<file path="src/rtl/updown_timer_gen.sv">
// updown_timer_gen: prescaled up/down tick counter with run/pause/one-shot control and timed buzzer
module updown_timer_gen #(
  parameter int DIV = 50_000_000,
  parameter int MAX = 99,
  parameter int BUZ_TICKS = 3,
  localparam int W = $clog2(MAX + 1)
) (
  input  logic         Clk,
  input  logic         reset_n,
  input  logic         start,
  input  logic         stop,
  input  logic         clear,
  input  logic         load,
  input  logic [W-1:0] load_val,
  input  logic         up_down,
  input  logic         one_shot,
  output logic [W-1:0] Count,
  output logic         tick,
  output logic         running,
  output logic         wrap,
  output logic         buz
);
  localparam int PW = DIV > 1 ? $clog2(DIV) : 1;
  localparam int TW = $clog2(BUZ_TICKS + 1);
  localparam logic [W-1:0] CMAX = W'(MAX);
  localparam logic [PW-1:0] PMAX = PW'(DIV - 1);
  localparam logic [TW-1:0] TBUZ = TW'(BUZ_TICKS);
  typedef enum logic [1:0] {IDLE, RUN, PAUSED, DONE} state_t;
  state_t state_q, state_d;
  logic [PW-1:0] presc_q, presc_d;
  logic [W-1:0] cnt_q, cnt_d, start_val;
  logic [TW-1:0] timer_q, timer_d;
  logic tick_q, tick_d, wrap_q, wrap_d, buz_q, buz_d;
  always_comb begin
    presc_d = (clear || load || presc_q == PMAX) ? '0 : presc_q + PW'(1);
    tick_d = presc_d == PMAX;
    start_val = up_down ? '0 : CMAX;
    state_d = state_q;
    cnt_d = cnt_q;
    wrap_d = 1'b0;
    timer_d = (tick_q && timer_q != '0) ? timer_q - TW'(1) : timer_q;
    if (clear) begin
      cnt_d = start_val;
      timer_d = '0;
      state_d = state_q == DONE ? IDLE : state_q;
    end else if (load) begin
      cnt_d = load_val > CMAX ? CMAX : load_val;
      state_d = state_q == DONE ? IDLE : state_q;
    end else if (stop) begin
      state_d = state_q == RUN ? PAUSED : state_q;
    end else if (start && state_q != RUN) begin
      state_d = RUN;
      cnt_d = state_q == DONE ? start_val : cnt_q;
    end else if (tick_q && state_q == RUN) begin
      // Terminal: reload the buzzer, then either wrap to the start value or park in DONE
      if (up_down ? cnt_q == CMAX : cnt_q == '0) begin
        wrap_d = 1'b1;
        timer_d = TBUZ;
        state_d = one_shot ? DONE : RUN;
        cnt_d = one_shot ? cnt_q : start_val;
      end else begin
        cnt_d = up_down ? cnt_q + W'(1) : cnt_q - W'(1);
      end
    end
    buz_d = timer_d != '0;
  end
  always_ff @(posedge Clk or negedge reset_n) begin
    if (!reset_n) begin
      state_q <= IDLE;
      presc_q <= '0;
      cnt_q <= '0;
      timer_q <= '0;
      tick_q <= 1'b0;
      wrap_q <= 1'b0;
      buz_q <= 1'b0;
    end else begin
      state_q <= state_d;
      presc_q <= presc_d;
      cnt_q <= cnt_d;
      timer_q <= timer_d;
      tick_q <= tick_d;
      wrap_q <= wrap_d;
      buz_q <= buz_d;
    end
  end
  assign Count = cnt_q;
  assign tick = tick_q;
  assign running = state_q == RUN;
  assign wrap = wrap_q;
  assign buz = buz_q;
endmodule

</file>
<file path="config.mk">
export PLATFORM = sky130hd
export DESIGN_NAME = updown_timer_gen
export DESIGN_NICKNAME = d
export VERILOG_FILES = /design/src/rtl/updown_timer_gen.sv
export SDC_FILE = /design/constraint.sdc
export NUM_CORES = 1
export LEC_CHECK = 0
export BUFFER_PORTS_ARGS = -buffer_cell sky130_fd_sc_hd__buf_2
export CAP_MARGIN = 30
export CORE_UTILIZATION = 40
export DETAILED_ROUTE_END_ITERATION = 12
export SETUP_SLACK_MARGIN = 0.02
export SLEW_MARGIN = 10
export SYNTH_ARGS = -nofsm -noshare
export SYNTH_HDL_FRONTEND = slang
export SYNTH_SLANG_ARGS = --single-unit
</file>
<file path="constraint.sdc">
create_clock -name Clk -period 5.69 [get_ports Clk]
set_clock_uncertainty 0.2 [all_clocks]
set_input_delay 0.569 -clock Clk [delete_from_list [all_inputs] [get_ports Clk]]
set_output_delay 0.569 -clock Clk [all_outputs]
set_load 0.02 [all_outputs]
</file>
==> flow_results.org <==
** Outcome
- Run status :: finished, final reports clean

** Power
- The internal power of the cells totals 0.000495 W.
- Of the total power, the share spent switching nets is between 20% and 30%.
- Net Switching :: roughly 0.0002 W
- Sequential cells account for 45.2% of the total power.
- Combinational Power Share :: 19.1%
- Power density over the cells :: 242 nW/µm²
- Leakage power total :: 1.21 nW
- Clock power share :: 35.6%
- Overall power of the completed layout :: 0.000695 W
- IR analysis of the VDD net gives a maximum drop of 0.108 mV.

** Synth
- The average instance in the mapped netlist occupies 8.85 µm².
- Post-synth top area cell :: sky130_fd_sc_hd__dfrtp_1
- Share of synthesized cell area in and, or, nand and nor gates :: between 20% and 30%
- When the netlist entered floorplanning its net count stood at between 300 and 400.
- The synthesized netlist devotes 14.5% of its cell area to compound gates.
- The synthesized netlist devotes 11.4% of its cell area to XOR and XNOR gates.
- The synthesized design devotes to its leading area cell type 39.4% of total area.
- Primary flip-flop cell chosen by synthesis mapping :: sky130_fd_sc_hd__dfrtp_1
- After synthesis the cells add up to 2540 µm².
- After Yosys synthesis, full adders, half adders and majority gates account for 4.24% of the synthesized area.
- Yosys printed 0 warnings.
- Sorting the synthesized cells by area gives the leading types as sky130_fd_sc_hd__dfrtp_1, sky130_fd_sc_hd__nor2_1, sky130_fd_sc_hd__xnor2_1.
- Main combinational cell family by area after synthesis :: simple AND/OR/NAND/NOR gates
- Syn Inst Count :: 287
- Post-synthesis register bit count :: 40
- After synthesis, flip-flops and latches occupy 39.4% of the total area.
- The number of different library cells used by synthesis comes to 54.
- Number of flops mapped to enable cells by yosys :: 0
- Async set-or-reset flop fraction in the synthesized netlist :: 100%
- Portion of netlist area occupied by mux cells :: between 1 and 1.5%

** Clock network
- Number of buffers created by CTS :: 5
- Clock tree from TritonCTS :: done
- The tree is rooted in a sky130_fd_sc_hd__clkbuf_8.
- For this design, the sink count on the clock tree is 40.
- Number of H-tree branching levels :: 2
- The later pin in the worst-skew pair is clocked with a latency of about 300 ps.
- In this run the deepest clock path goes through 2 buffers.
- Buffers inserted during post-CTS setup optimization :: 0
- Resized Gates After CTS :: 0
- After clock tree synthesis, the clock-pin slew on the worst setup and hold paths is 90 ps.

** Floorplanning
- Die Footprint :: 6670 µm²
- The initialized floorplan defines 28 standard-cell rows.
- Boundary pin count :: 26
- Die Y-Extent :: 81.7 µm
- The die is 81.7 µm wide.
- The core region is approximately 6000 µm².
- Initial standard-cell utilization of the core :: 42.1%

** STA
- Final total negative setup slack :: 0 ps
- FMAX :: 387 MHz
- Count of final max-slew check failures :: 0
- At the pin with the least slew margin, the transition time is 432 ps.
- Headroom to the max-slew limit :: 70.9%
- Setup Viol. Count Final :: 0
- The hold violation count in the final report was 0.
- For the finished layout, the period the worst path requires is between 2000 and 3000 ps.
- The worst path uses 45.4% of the clock period.
- RSZ-0062 raised after global routing :: no

** Placement
- Instance area after placement :: 2730 µm²
- The congestion estimate from routability-driven global placement came to 0.849.
- Input/output buffers :: 25
- Once detailed placement completed, the half-perimeter wirelength came to 4070 µm.

** Final layout
- Cells with a size suffix above 1 make up ~14% of the layout.
- Number of nets in the layout :: around 330
- Antenna diode instance count :: 0
- Share of the core filled with cells :: 47.8%
- Once layout is done, the placed cells without fillers occupy 2880 µm².
- The area growth from synthesis to layout is 13.4%.

** Detailed routing
- Via count :: 2158
- Uppermost routed layer :: met4
- Total met3 wirelength after detailed routing :: about 200 µm
- Initial detailed-routing violation count :: 94
- In this run the remaining antenna-violating nets after routing total 0.
- Final wirelength :: 5670 µm
- Metal1 wirelength :: 2880 µm
- After detailed routing, the number of vias per cell comes to roughly 5.6.
- 1st-pass router iterations :: 4
- After detailed routing, the met2 layer carries 2520 µm of wire.
- Average routed wire per standard cell :: between 10 and 15 µm
- DRC violation count after routing :: 0

** Global route
- Number of antenna violations at the first check in global routing :: 0
- Maximum number of pins on one net before global-route repair :: 41
- GRT Util Overall :: 19.1%
- Wire length of the first global-routing pass :: 9760 µm
- The number of global-route vias before repair is 2119.
- Gr ovfl total :: 0

** Setup path
- CP Launch Type :: flop
- The startpoint identified for the worst register-to-register timing path is presc_q[0].
- Type of the worst setup path :: flop to flop
- Arrival time reported for the critical path endpoint :: 2580 ps
- Worst path slowest cell :: sky130_fd_sc_hd__or4_1
- Worst-path cell chain :: ha_1 > or4b_1 > a211oi_1 > a21oi_1 > or4_1 > a2111oi_2
- For the worst setup path, the data required time is between 5000 and 6000 ps.
- CP startpoint :: presc_q[0]
- Maximum fanout encountered on the critical timing path :: 4
- CP max stage delay :: 510 ps
- Sort of element at the end of the critical path :: flop

** Run
- Max-cap violations in this run came to 0.

** Worst hold path
- The min-delay analysis places its worst path in the category flop to flop.
- In this run the most critical hold path is launched from presc_q[0].
[power groups by stage]
stage	Clock (W)	Combinational [W]	Sequential (W)
after CTS	0.000255	0.000132	0.000314
after floorplan	0	0.0000835	0.000324
after global placement	0	0.000131	0.000319
after global routing	0.000267	0.000153	0.000317
final	0.000248	0.000133	0.000315
after detailed placement	0	0.000131	0.000320
[worst paths after layout]
path | to | slack [ps] | cells after the start
setup / recovery | tick | 3110 | 6
hold / removal | presc_q[0] | 290 | 1
setup reg to reg | tick | 3110 | 6
hold reg to reg | presc_q[0] | 290 | 1
max in group asynchronous | presc_q[5] | 4480 | 3
min in group asynchronous | Count[5] | 400 | 2
[critical path: cells and delay by family (launching register included)]
kind	cells	cell delay (ps)
simple gates	2	990
compound gates	3	640
flops	1	410
fa+ha+maj	1	260
[flip-flops by register name, summed over array words and instances (netlist names)]
name     cells
presc_q     26
wrap         1
timer_q      2
tick         1
buz          1
state_q      2
Count        7
[metal layers]
metal | vias to the layer above | GRT usage [%]
met1 | 1035 | 25.9
met3 | 8 | 4.11
met2 | 42 | 30.7
met5 | - | 0
li1 | 1073 | -
met4 | 0 | 5.26
[area by class of cell]
cell class	instances	area [µm²]
fillers	596	3150
well taps	75	93.8
clock inverters	2	38.8
multi-input cells	225	1460
clock buffers	6	82.6
flip-flops and latches	40	1000
inverters	10	37.5
repair buffers	29	170
[synth_stat cells, drive strengths merged, types with 6 or more instances]
cell and count:
nor2 43, nand4 7, inv 10, xor2 16, nor3 6, ha 7, nand3 10, a21oi 15
o21ai 11, dfrtp 40, nand2 27, clkbuf 10, xnor2 17
[layout by cell type (no fill, tap or decap), drive strengths merged, types with 2 or more instances in the layout]
cell type	n
and2	2
and3	5
nand3b	2
nor2	43
a2111oi	3
nor3	6
nor4b	2
and4	5
clkbuf	6
nor4	3
a21o	3
nand4b	2
mux2i	2
nand3	10
buf	28
nand2	27
a31oi	5
a21oi	15
or2	2
inv	10
xnor2	17
or4	2
o21ai	11
or3	3
nand4	7
xor2	16
ha	7
o221ai	3
dfrtp	40
a21boi	2
[what timing repair did]
action / CTS / global route
hold buffers: 0 / 1
endpoints found under the hold margin: 0 / 2
endpoints found under the setup margin: 0 / 0
[logic make-up after synthesis]
kind of cell    after synthesis
simple gates                126
compound gates               55
flops                        40
xor+xnor                     33
buf+inv                      22
fa+ha+maj                     8
mux                           3
[stage by stage]
step | std cells | setup slack [ps] | hold slack (ps)
final | 387 | 3110 | 287
after global routing | 387 | 2940 | 323
after CTS | 385 | 3110 | 237
after detailed placement | 377 | 2960 | 271
after global placement | 377 | 3030 | 262
after floorplan | 287 | 3130 | 73.4
Note: power is estimated with default switching activity, not from simulation.
